[src/rtl/mcycle_ctrl_pkg.sv]
// Shared constants, state encoding and instruction classifier for the
// multi-cycle accumulator control unit.
package mcycle_ctrl_pkg;

   localparam int unsigned OPC_NOOP = 0;
   localparam int unsigned OPC_LOD  = 1;
   localparam int unsigned OPC_STR  = 2;
   localparam int unsigned OPC_BRA  = 4;
   localparam int unsigned OPC_BRR  = 5;
   localparam int unsigned OPC_BNE  = 6;
   localparam int unsigned OPC_ALU  = 8;
   localparam int unsigned OPC_HLT  = 15;

   localparam int unsigned AM_IMM = 8;
   localparam int unsigned AM_REG = 0;

   localparam int unsigned ALU_REG   = 0;
   localparam int unsigned ALU_IMM   = 1;
   localparam int unsigned ALU_ADDR  = 2;
   localparam int unsigned ALU_PCINC = 3;

   typedef enum logic [3:0] {
      ST_START0   = 4'd0,
      ST_START1   = 4'd1,
      ST_FETCH    = 4'd2,
      ST_DECODE   = 4'd3,
      ST_ALU_EX   = 4'd4,
      ST_ALU_WB   = 4'd5,
      ST_BRANCH   = 4'd6,
      ST_MEM_ADDR = 4'd7,
      ST_MEM_WAIT = 4'd8,
      ST_MEM_WB   = 4'd9,
      ST_HALT     = 4'd10,
      ST_ERROR    = 4'd11
   } state_e;

   typedef enum logic [2:0] {
      IC_NOOP,
      IC_ALU,
      IC_BRANCH,
      IC_MEM,
      IC_HALT,
      IC_ILLEGAL
   } iclass_e;

   // Opcode and mode arrive zero-extended; an ALU op with an unknown mode is illegal.
   function automatic iclass_e classify(input int unsigned op, input int unsigned mm);
      case (op)
         OPC_NOOP:                  return IC_NOOP;
         OPC_ALU:                   return (mm == AM_IMM || mm == AM_REG) ? IC_ALU : IC_ILLEGAL;
         OPC_BRA, OPC_BRR, OPC_BNE: return IC_BRANCH;
         OPC_LOD, OPC_STR:          return IC_MEM;
         OPC_HLT:                   return IC_HALT;
         default:                   return IC_ILLEGAL;
      endcase
   endfunction

endpackage

[src/rtl/mcycle_ctrl_if.sv]
// Instruction/status inputs and datapath/memory control outputs of the
// control unit; master is the controller, slave is the datapath side.
interface mcycle_ctrl_if #(
   parameter int unsigned OP_W     = 4,
   parameter int unsigned MM_W     = 4,
   parameter int unsigned ALU_OP_W = 2
);
   logic [OP_W-1:0]     OPCODE;
   logic [MM_W-1:0]     MM;
   logic [MM_W-1:0]     STAT;
   logic                MEM_ACK;
   logic                RF_WE;
   logic [ALU_OP_W-1:0] ALU_OP;
   logic                WB_SEL;
   logic                RD_SEL;
   logic                PC_SEL;
   logic                PC_WRITE;
   logic                PC_RST;
   logic                BR_SEL;
   logic                MEM_REQ;
   logic                MEM_WE;
   logic                HALTED;
   logic                ERR;
   logic [3:0]          STATE;

   modport master (
      input  OPCODE, MM, STAT, MEM_ACK,
      output RF_WE, ALU_OP, WB_SEL, RD_SEL, PC_SEL, PC_WRITE, PC_RST,
             BR_SEL, MEM_REQ, MEM_WE, HALTED, ERR, STATE
   );

   modport slave (
      output OPCODE, MM, STAT, MEM_ACK,
      input  RF_WE, ALU_OP, WB_SEL, RD_SEL, PC_SEL, PC_WRITE, PC_RST,
             BR_SEL, MEM_REQ, MEM_WE, HALTED, ERR, STATE
   );
endinterface

[src/rtl/mcycle_ctrl_wait.sv]
// Memory-wait cycle counter with saturating count and timeout detect.
module mcycle_ctrl_wait #(
   parameter int unsigned MEM_TO = 15,
   parameter int unsigned CNT_W  = $clog2(MEM_TO + 1)
) (
   input  logic CLK,
   input  logic RST_F,
   input  logic clr,
   input  logic en,
   output logic timeout
);
   logic [CNT_W-1:0] cnt_q, cnt_d, cnt_inc;

   always_comb begin
      cnt_inc = (cnt_q == CNT_W'(MEM_TO)) ? cnt_q : cnt_q + CNT_W'(1);
      cnt_d   = cnt_q;
      if (clr)
         cnt_d = '0;
      else if (en)
         cnt_d = cnt_inc;
   end

   // Timeout fires in the wait cycle whose count reaches MEM_TO, so at most MEM_TO wait cycles elapse.
   assign timeout = en && (cnt_inc == CNT_W'(MEM_TO));

   always_ff @(posedge CLK or negedge RST_F) begin
      if (!RST_F)
         cnt_q <= '0;
      else
         cnt_q <= cnt_d;
   end
endmodule

[src/rtl/mcycle_ctrl.sv]
// Multi-cycle control FSM: sequences fetch/decode/ALU/branch/load-store and
// decodes datapath, PC and memory-handshake controls from the present state.
module mcycle_ctrl #(
   parameter int unsigned OP_W         = 4,
   parameter int unsigned MM_W         = 4,
   parameter int unsigned ALU_OP_W     = 2,
   parameter int unsigned MEM_TO       = 15,
   parameter bit          ILLEGAL_TRAP = 1'b1
) (
   input logic          CLK,
   input logic          RST_F,
   mcycle_ctrl_if.master bus
);
   import mcycle_ctrl_pkg::*;

   localparam int unsigned CNT_W = $clog2(MEM_TO + 1);

   state_e          state_q, state_d;
   logic [OP_W-1:0] op_q, op_d;
   logic [MM_W-1:0] mm_q, mm_d;
   iclass_e         dec_class;
   logic            timeout;
   logic            stat_hit, taken, rd_reg;

   logic                rf_we, wb_sel, rd_sel, pc_sel, pc_write, pc_rst, br_sel;
   logic                mem_req, mem_we, halted, err;
   logic [ALU_OP_W-1:0] alu_op;

   assign dec_class = classify(32'(bus.OPCODE), 32'(bus.MM));

   mcycle_ctrl_wait #(
      .MEM_TO (MEM_TO),
      .CNT_W  (CNT_W)
   ) u_wait (
      .CLK     (CLK),
      .RST_F   (RST_F),
      .clr     (state_q == ST_MEM_ADDR),
      .en      (state_q == ST_MEM_WAIT),
      .timeout (timeout)
   );

   always_comb begin
      state_d = state_q;
      op_d    = op_q;
      mm_d    = mm_q;
      case (state_q)
         ST_START0: state_d = ST_START1;
         ST_START1: state_d = ST_FETCH;
         ST_FETCH:  state_d = ST_DECODE;
         ST_DECODE: begin
            op_d = bus.OPCODE;
            mm_d = bus.MM;
            case (dec_class)
               IC_NOOP:   state_d = ST_FETCH;
               IC_ALU:    state_d = ST_ALU_EX;
               IC_BRANCH: state_d = ST_BRANCH;
               IC_MEM:    state_d = ST_MEM_ADDR;
               IC_HALT:   state_d = ST_HALT;
               default:   state_d = ILLEGAL_TRAP ? ST_ERROR : ST_FETCH;
            endcase
         end
         ST_ALU_EX:   state_d = ST_ALU_WB;
         ST_ALU_WB:   state_d = ST_FETCH;
         ST_BRANCH:   state_d = ST_FETCH;
         ST_MEM_ADDR: state_d = ST_MEM_WAIT;
         ST_MEM_WAIT: begin
            // Acknowledge takes priority over a coincident timeout.
            if (bus.MEM_ACK)
               state_d = (op_q == OP_W'(OPC_LOD)) ? ST_MEM_WB : ST_FETCH;
            else if (timeout)
               state_d = ST_ERROR;
         end
         ST_MEM_WB:   state_d = ST_FETCH;
         ST_HALT:     state_d = ST_HALT;
         ST_ERROR:    state_d = ST_ERROR;
         default:     state_d = ST_ERROR;
      endcase
   end

   always_ff @(posedge CLK or negedge RST_F) begin
      if (!RST_F) begin
         state_q <= ST_START0;
         op_q    <= '0;
         mm_q    <= '0;
      end else begin
         state_q <= state_d;
         op_q    <= op_d;
         mm_q    <= mm_d;
      end
   end

   always_comb begin
      stat_hit = |(mm_q & bus.STAT);
      taken    = (op_q == OP_W'(OPC_BNE)) ? !stat_hit : stat_hit;
      rd_reg   = (mm_q == MM_W'(AM_REG));
      rf_we    = 1'b0;
      alu_op   = '0;
      wb_sel   = 1'b0;
      rd_sel   = 1'b0;
      pc_sel   = 1'b0;
      pc_write = 1'b0;
      pc_rst   = 1'b0;
      br_sel   = 1'b0;
      mem_req  = 1'b0;
      mem_we   = 1'b0;
      halted   = 1'b0;
      err      = 1'b0;
      case (state_q)
         ST_START0: pc_rst = 1'b1;
         ST_FETCH: begin
            pc_write = 1'b1;
            alu_op   = ALU_OP_W'(ALU_PCINC);
         end
         ST_ALU_EX: begin
            alu_op = rd_reg ? ALU_OP_W'(ALU_REG) : ALU_OP_W'(ALU_IMM);
            rd_sel = rd_reg;
         end
         ST_ALU_WB: begin
            rf_we  = 1'b1;
            rd_sel = rd_reg;
         end
         ST_BRANCH: begin
            if (taken) begin
               pc_sel   = 1'b1;
               pc_write = 1'b1;
               br_sel   = (op_q != OP_W'(OPC_BRR));
            end
         end
         ST_MEM_ADDR: alu_op = ALU_OP_W'(ALU_ADDR);
         ST_MEM_WAIT: begin
            mem_req = 1'b1;
            mem_we  = (op_q == OP_W'(OPC_STR));
         end
         ST_MEM_WB: begin
            rf_we  = 1'b1;
            wb_sel = 1'b1;
         end
         ST_HALT:  halted = 1'b1;
         ST_ERROR: err    = 1'b1;
         default: ;
      endcase
   end

   assign bus.RF_WE    = rf_we;
   assign bus.ALU_OP   = alu_op;
   assign bus.WB_SEL   = wb_sel;
   assign bus.RD_SEL   = rd_sel;
   assign bus.PC_SEL   = pc_sel;
   assign bus.PC_WRITE = pc_write;
   assign bus.PC_RST   = pc_rst;
   assign bus.BR_SEL   = br_sel;
   assign bus.MEM_REQ  = mem_req;
   assign bus.MEM_WE   = mem_we;
   assign bus.HALTED   = halted;
   assign bus.ERR      = err;
   assign bus.STATE    = state_q;
endmodule

[src/flat_wrapper.sv]
// flat-port wrapper written by rule: the top's interface ports become plain ports
module mcycle_ctrl_flat import mcycle_ctrl_pkg::*;
#(
   parameter int unsigned OP_W         = 4,
   parameter int unsigned MM_W         = 4,
   parameter int unsigned ALU_OP_W     = 2,
   parameter int unsigned MEM_TO       = 15,
   parameter bit          ILLEGAL_TRAP = 1'b1
)
  (CLK, RST_F, bus_OPCODE, bus_MM, bus_STAT, bus_MEM_ACK, bus_RF_WE, bus_ALU_OP, bus_WB_SEL, bus_RD_SEL, bus_PC_SEL, bus_PC_WRITE, bus_PC_RST, bus_BR_SEL, bus_MEM_REQ, bus_MEM_WE, bus_HALTED, bus_ERR, bus_STATE);
  mcycle_ctrl_if #(.OP_W(OP_W), .MM_W(MM_W), .ALU_OP_W(ALU_OP_W)) bus_i ();
  input logic CLK;
  input logic RST_F;
  input wire logic [$bits(bus_i.OPCODE)-1:0] bus_OPCODE;
  input wire logic [$bits(bus_i.MM)-1:0] bus_MM;
  input wire logic [$bits(bus_i.STAT)-1:0] bus_STAT;
  input wire logic [$bits(bus_i.MEM_ACK)-1:0] bus_MEM_ACK;
  output wire logic [$bits(bus_i.RF_WE)-1:0] bus_RF_WE;
  output wire logic [$bits(bus_i.ALU_OP)-1:0] bus_ALU_OP;
  output wire logic [$bits(bus_i.WB_SEL)-1:0] bus_WB_SEL;
  output wire logic [$bits(bus_i.RD_SEL)-1:0] bus_RD_SEL;
  output wire logic [$bits(bus_i.PC_SEL)-1:0] bus_PC_SEL;
  output wire logic [$bits(bus_i.PC_WRITE)-1:0] bus_PC_WRITE;
  output wire logic [$bits(bus_i.PC_RST)-1:0] bus_PC_RST;
  output wire logic [$bits(bus_i.BR_SEL)-1:0] bus_BR_SEL;
  output wire logic [$bits(bus_i.MEM_REQ)-1:0] bus_MEM_REQ;
  output wire logic [$bits(bus_i.MEM_WE)-1:0] bus_MEM_WE;
  output wire logic [$bits(bus_i.HALTED)-1:0] bus_HALTED;
  output wire logic [$bits(bus_i.ERR)-1:0] bus_ERR;
  output wire logic [$bits(bus_i.STATE)-1:0] bus_STATE;
  assign bus_i.OPCODE = bus_OPCODE;
  assign bus_i.MM = bus_MM;
  assign bus_i.STAT = bus_STAT;
  assign bus_i.MEM_ACK = bus_MEM_ACK;
  assign bus_RF_WE = bus_i.RF_WE;
  assign bus_ALU_OP = bus_i.ALU_OP;
  assign bus_WB_SEL = bus_i.WB_SEL;
  assign bus_RD_SEL = bus_i.RD_SEL;
  assign bus_PC_SEL = bus_i.PC_SEL;
  assign bus_PC_WRITE = bus_i.PC_WRITE;
  assign bus_PC_RST = bus_i.PC_RST;
  assign bus_BR_SEL = bus_i.BR_SEL;
  assign bus_MEM_REQ = bus_i.MEM_REQ;
  assign bus_MEM_WE = bus_i.MEM_WE;
  assign bus_HALTED = bus_i.HALTED;
  assign bus_ERR = bus_i.ERR;
  assign bus_STATE = bus_i.STATE;
  mcycle_ctrl #(.OP_W(OP_W), .MM_W(MM_W), .ALU_OP_W(ALU_OP_W), .MEM_TO(MEM_TO), .ILLEGAL_TRAP(ILLEGAL_TRAP)) u_core (.CLK(CLK), .RST_F(RST_F), .bus(bus_i));
endmodule
[config.mk]
export PLATFORM = sky130hd
export DESIGN_NAME = mcycle_ctrl_flat
export DESIGN_NICKNAME = d
export VERILOG_FILES = /design/src/rtl/mcycle_ctrl_pkg.sv /design/src/rtl/mcycle_ctrl_if.sv /design/src/rtl/mcycle_ctrl_wait.sv /design/src/rtl/mcycle_ctrl.sv /design/src/flat_wrapper.sv
export SDC_FILE = /design/constraint.sdc
export NUM_CORES = 1
export LEC_CHECK = 0
export CAP_MARGIN = 30
export CORE_MARGIN = 2
export CORE_UTILIZATION = 40
export CTS_CLUSTER_SIZE = 16
export DETAILED_ROUTE_END_ITERATION = 16
export PLACE_DENSITY_LB_ADDON = 0.08
export SLEW_MARGIN = 20
export SYNTH_ARGS = -nofsm -noshare
export SYNTH_HDL_FRONTEND = slang
export SYNTH_SLANG_ARGS = --single-unit
[constraint.sdc]
create_clock -name CLK -period 2 [get_ports CLK]
set_clock_uncertainty 0.1 [all_clocks]
set_input_delay 0.4 -clock CLK [delete_from_list [all_inputs] [get_ports CLK]]
set_output_delay 0.4 -clock CLK [all_outputs]
set_load 0.03 [all_outputs]
==> metrics.md <==
| Metric | Value |
|---|---|
| Synth Area in Adders | `1.17%` |
| Fin crit share | `114%` |
| Routed Antenna Nets | `0` |
| Total CTS buffers | `3` |
| Routed wire per std cell | `14.2 microns` |
| Number of cell rows | `18` |
| Largest family of logic cells by synthesized area | `simple AND/OR/NAND/NOR gates` |
| Failing checks | `setup timing` |
| Worst Setup EP | `bus_PC_WRITE` |
| Crit path cell chain | `buf_6 > a22o_1 > a221oi_2 > xor2_2 > a211oi_2 > buf_4` |
| Placer congestion estimate | `0.841` |
| Min Tclk post-route | `2.28 ns` |
| WP data required | `1.50 ns` |
| Post-synthesis mux area share | `9.45%` |
| Worst reg2reg path startpoint | `u_core.u_wait.cnt_q[1]` |
| Area growth syn-to-layout | `54.6%` |
| Post-DP HPWL | `2.19 mm` |
| Max Slew Vio Count | `0` |
| Fmax | `439 MHz` |
| # nets final | `191` |
| Vias | `1140` |
| Slowest stage cell, crit path | `dfrtp_1` |
| Syn Nets | `136` |
| Final setup margin | `-0.279 ns` |
| Vias in the first global route | `1041` |
| Pwr/cell area | `1340 nW/um^2` |
| Xor and xnor area share after synthesis | `2.45%` |
| P_int | `1.24 mW` |
| Run status | `complete, but fails checks` |
| Hold Buf Count CTS | `0` |
| HP Class | `input pin to async pin` |
| Most frequent cells in the layout | `buf_4 (36), dfrtp_1 (15), nor2_1 (12), clkdlybuf4s50_1 (12), mux2_2 (9)` |
| Initial antenna violation count | `0` |
| Setup WS pre-CTS | `-0.409 ns` |
| Setup violators final | `7` |
| Ports | `32` |
| Detailed-route wire length | `2.89 mm` |
| Syn_area_per_cell | `8.94 sq um` |
| Register share of total power | `26.1%` |
| Final hold violation count | `0` |
| Net Switching | `0.983 mW` |
| Crit path DAT | `1.78 ns` |
| Leakage power | `0.707 nW` |
| Pin count of the biggest net entering global routing | `17` |
| Antenna cells | `0` |
| Logic pwr share | `66.3%` |
| Layout cells sized above 1 | `39.9%` |
| WS Path Type | `register to output pin` |
| Max transition margin | `77.2%` |
| Clock share of power | `7.6%` |
| EDFF count, synth | `0` |
| Synth Warn # | `0` |
| Crit path max fanout | `3` |
| First-pass GRT wire length | `4.81 mm` |
| Gr ovfl total | `0` |
| IO buf count | `31` |
| Startpoint types | `register` |
| Final core occ | `66.3%` |
| CTS tree | `done` |
| Clock transition at path regs | `0.09 ns` |
| R2R setup slack | `0.13 ns` |
| Seq cells post-synth | `16` |
| FF-to-FF End | `u_core.bus.STATE[1]` |
| GRT Total Usage | `19.4%` |
| Most used DFF post-synth | `dfrtp_1` |
| R2r worst-path depth | `5` |
| Core ar. | `2500 sq um` |
| Worst Setup End Kind | `output pin` |
| DRT iter0 DRCs | `41` |
| Syn Std Cell Area | `1070 sq um` |
| CTS sink cnt | `16` |
| DIE AREA | `3110 sq um` |
| VDD IR-drop max | `896 uV` |
| Vias per Instance | `5.62` |
| Residual DRC | `0` |
| Switch share | `44.2%` |
| Commonest non-fill, non-tap cell in the layout | `buf_4` |
| Synth cell types | `40` |
| Synth async-reset ratio | `100%` |
| Fillers | `209` |
| CTS Buffer Depth | `2` |
| Worst-Skew Late Latency | `0.29 ns` |
| Sequential-to-total area share from yosys stat | `37.3%` |
| Compound-Gate Fraction of Synth Area | `20.1%` |
| Die height | `55.8 microns` |
| CTS H-tree depth | `1` |
| Clock Tree Root | `clkbuf_4` |
| Cells after synthesis | `120` |
| Die X | `55.8 microns` |
| Worst Max-Slew Pin Slew | `0.338 ns` |
| Synth Area in Simple Gates | `25.0%` |
| Pre-antenna DRT Iters | `4` |
| RSZ-0062 raised after global routing | `yes` |
| Crit path largest cell delay | `0.39 ns` |
| Max_cap viols | `0` |
| Worst setup path startpoint | `u_core.mm_q[3]` |
| Initial core utilization | `42.9%` |
## cell usage after synthesis, types with 2 or more instances
cell	number	area, sq um
nor3_1	4	20.0
nand2b_1	8	50.1
nor2_1	12	45.0
clkbuf_1	5	18.8
nand2_1	6	22.5
nor4bb_1	2	20.0
mux2_2	9	101
inv_1	2	7.51
xor2_1	2	17.5
a31oi_1	2	12.5
buf_2	2	10.0
nand3_1	7	35.0
or4b_1	2	20.0
nor4_1	4	25.0
a21oi_1	7	35.0
o21ai_0	7	35.0
dfrtp_1	16	400
## kinds of logic (layout without fill, tap and decap cells)
group                      after synthesis  after routing
buffers and inverters                   11             64
DFF                                     16             16
adders and majority gates                1              1
muxes                                    9              9
xor gates and xnor gates                 3              3
AOI/OAI and AO/OA                       31             31
and+or+nand+nor                         49             49
## how the worst min path moves through the flow
stage                                         to                    from  slack [ns]
after floorplan              u_core.bus.STATE[0]                   RST_F       0.004
after global placement    u_core.u_wait.cnt_q[1]  u_core.u_wait.cnt_q[1]        0.44
after detailed placement  u_core.u_wait.cnt_q[1]  u_core.u_wait.cnt_q[1]        0.46
after CTS                 u_core.u_wait.cnt_q[3]                   RST_F        0.33
after global routing      u_core.u_wait.cnt_q[3]                   RST_F        0.36
final                     u_core.u_wait.cnt_q[3]                   RST_F        0.33
## timing repair
item                                    in CTS  in global routing
pin swaps                                    5                  1
resized for setup                           19                  5
setup buffers                                2                  0
endpoints found under the setup margin      11                 12
## state kept, by name, indices dropped and copies added (netlist names)
| register | flops |
|---|---|
| u_core.bus.STATE | 4 |
| u_core.mm_q | 4 |
| u_core.op_q | 4 |
| u_core.u_wait.cnt_q | 4 |
## area by class of cell
type,instances,area (sq um),share of cell area (%)
clock buffers,3,22.5,1.36
inverters,3,16.3,0.981
multi-input cells,93,698,42.1
flip-flops and latches,16,402,24.2
well taps,30,37.5,2.26
repair buffers,58,482,29.1
## per-stage QoR
stage / area (sq um) / cells / setup TNS [ns] / total power [mW] / hold slack (ns)
6_report: 1660 / 203 / -1.20 / 2.22 / 0.330
5_1_grt: 1660 / 203 / -1.73 / 2.39 / 0.361
4_1_cts: 1650 / 203 / -1.23 / 2.21 / 0.333
3_5_place_dp: 1580 / 198 / -1.44 / 2.01 / 0.461
3_3_place_gp: 1580 / 198 / -1.33 / 1.98 / 0.441
2_1_floorplan: 1110 / 120 / -0.480 / 1.43 / 0.00441
## power groups by stage
stage / combinational (mW) / sequential (mW) / clock (mW)
final: 1.47 / 0.580 / 0.169
after global routing: 1.59 / 0.605 / 0.194
after CTS: 1.46 / 0.576 / 0.174
after detailed placement: 1.43 / 0.582 / 0
after global placement: 1.40 / 0.576 / 0
after floorplan: 0.780 / 0.647 / 0
## per-layer routing
| metal | track usage (%) | share of wire, % | up-vias |
|---|---|---|---|
| met5 | 0 | 0 | - |
| met4 | 6.27 | 1.3 | 0 |
| met3 | 2.79 | 5.1 | 7 |
| met2 | 33.0 | 48 | 32 |
| met1 | 25.3 | 45 | 541 |
| li1 | - | - | 560 |
## critical path, delay by kind of cell, from the launching register on
| kind | cells | cell delay [ns] |
|---|---|---|
| DFF | 1 | 0.39 |
| buffers and inverters | 2 | 0.30 |
| AOI/OAI and AO/OA | 3 | 0.55 |
| xor gates and xnor gates | 1 | 0.27 |
Power figures use the tool's default switching activity.
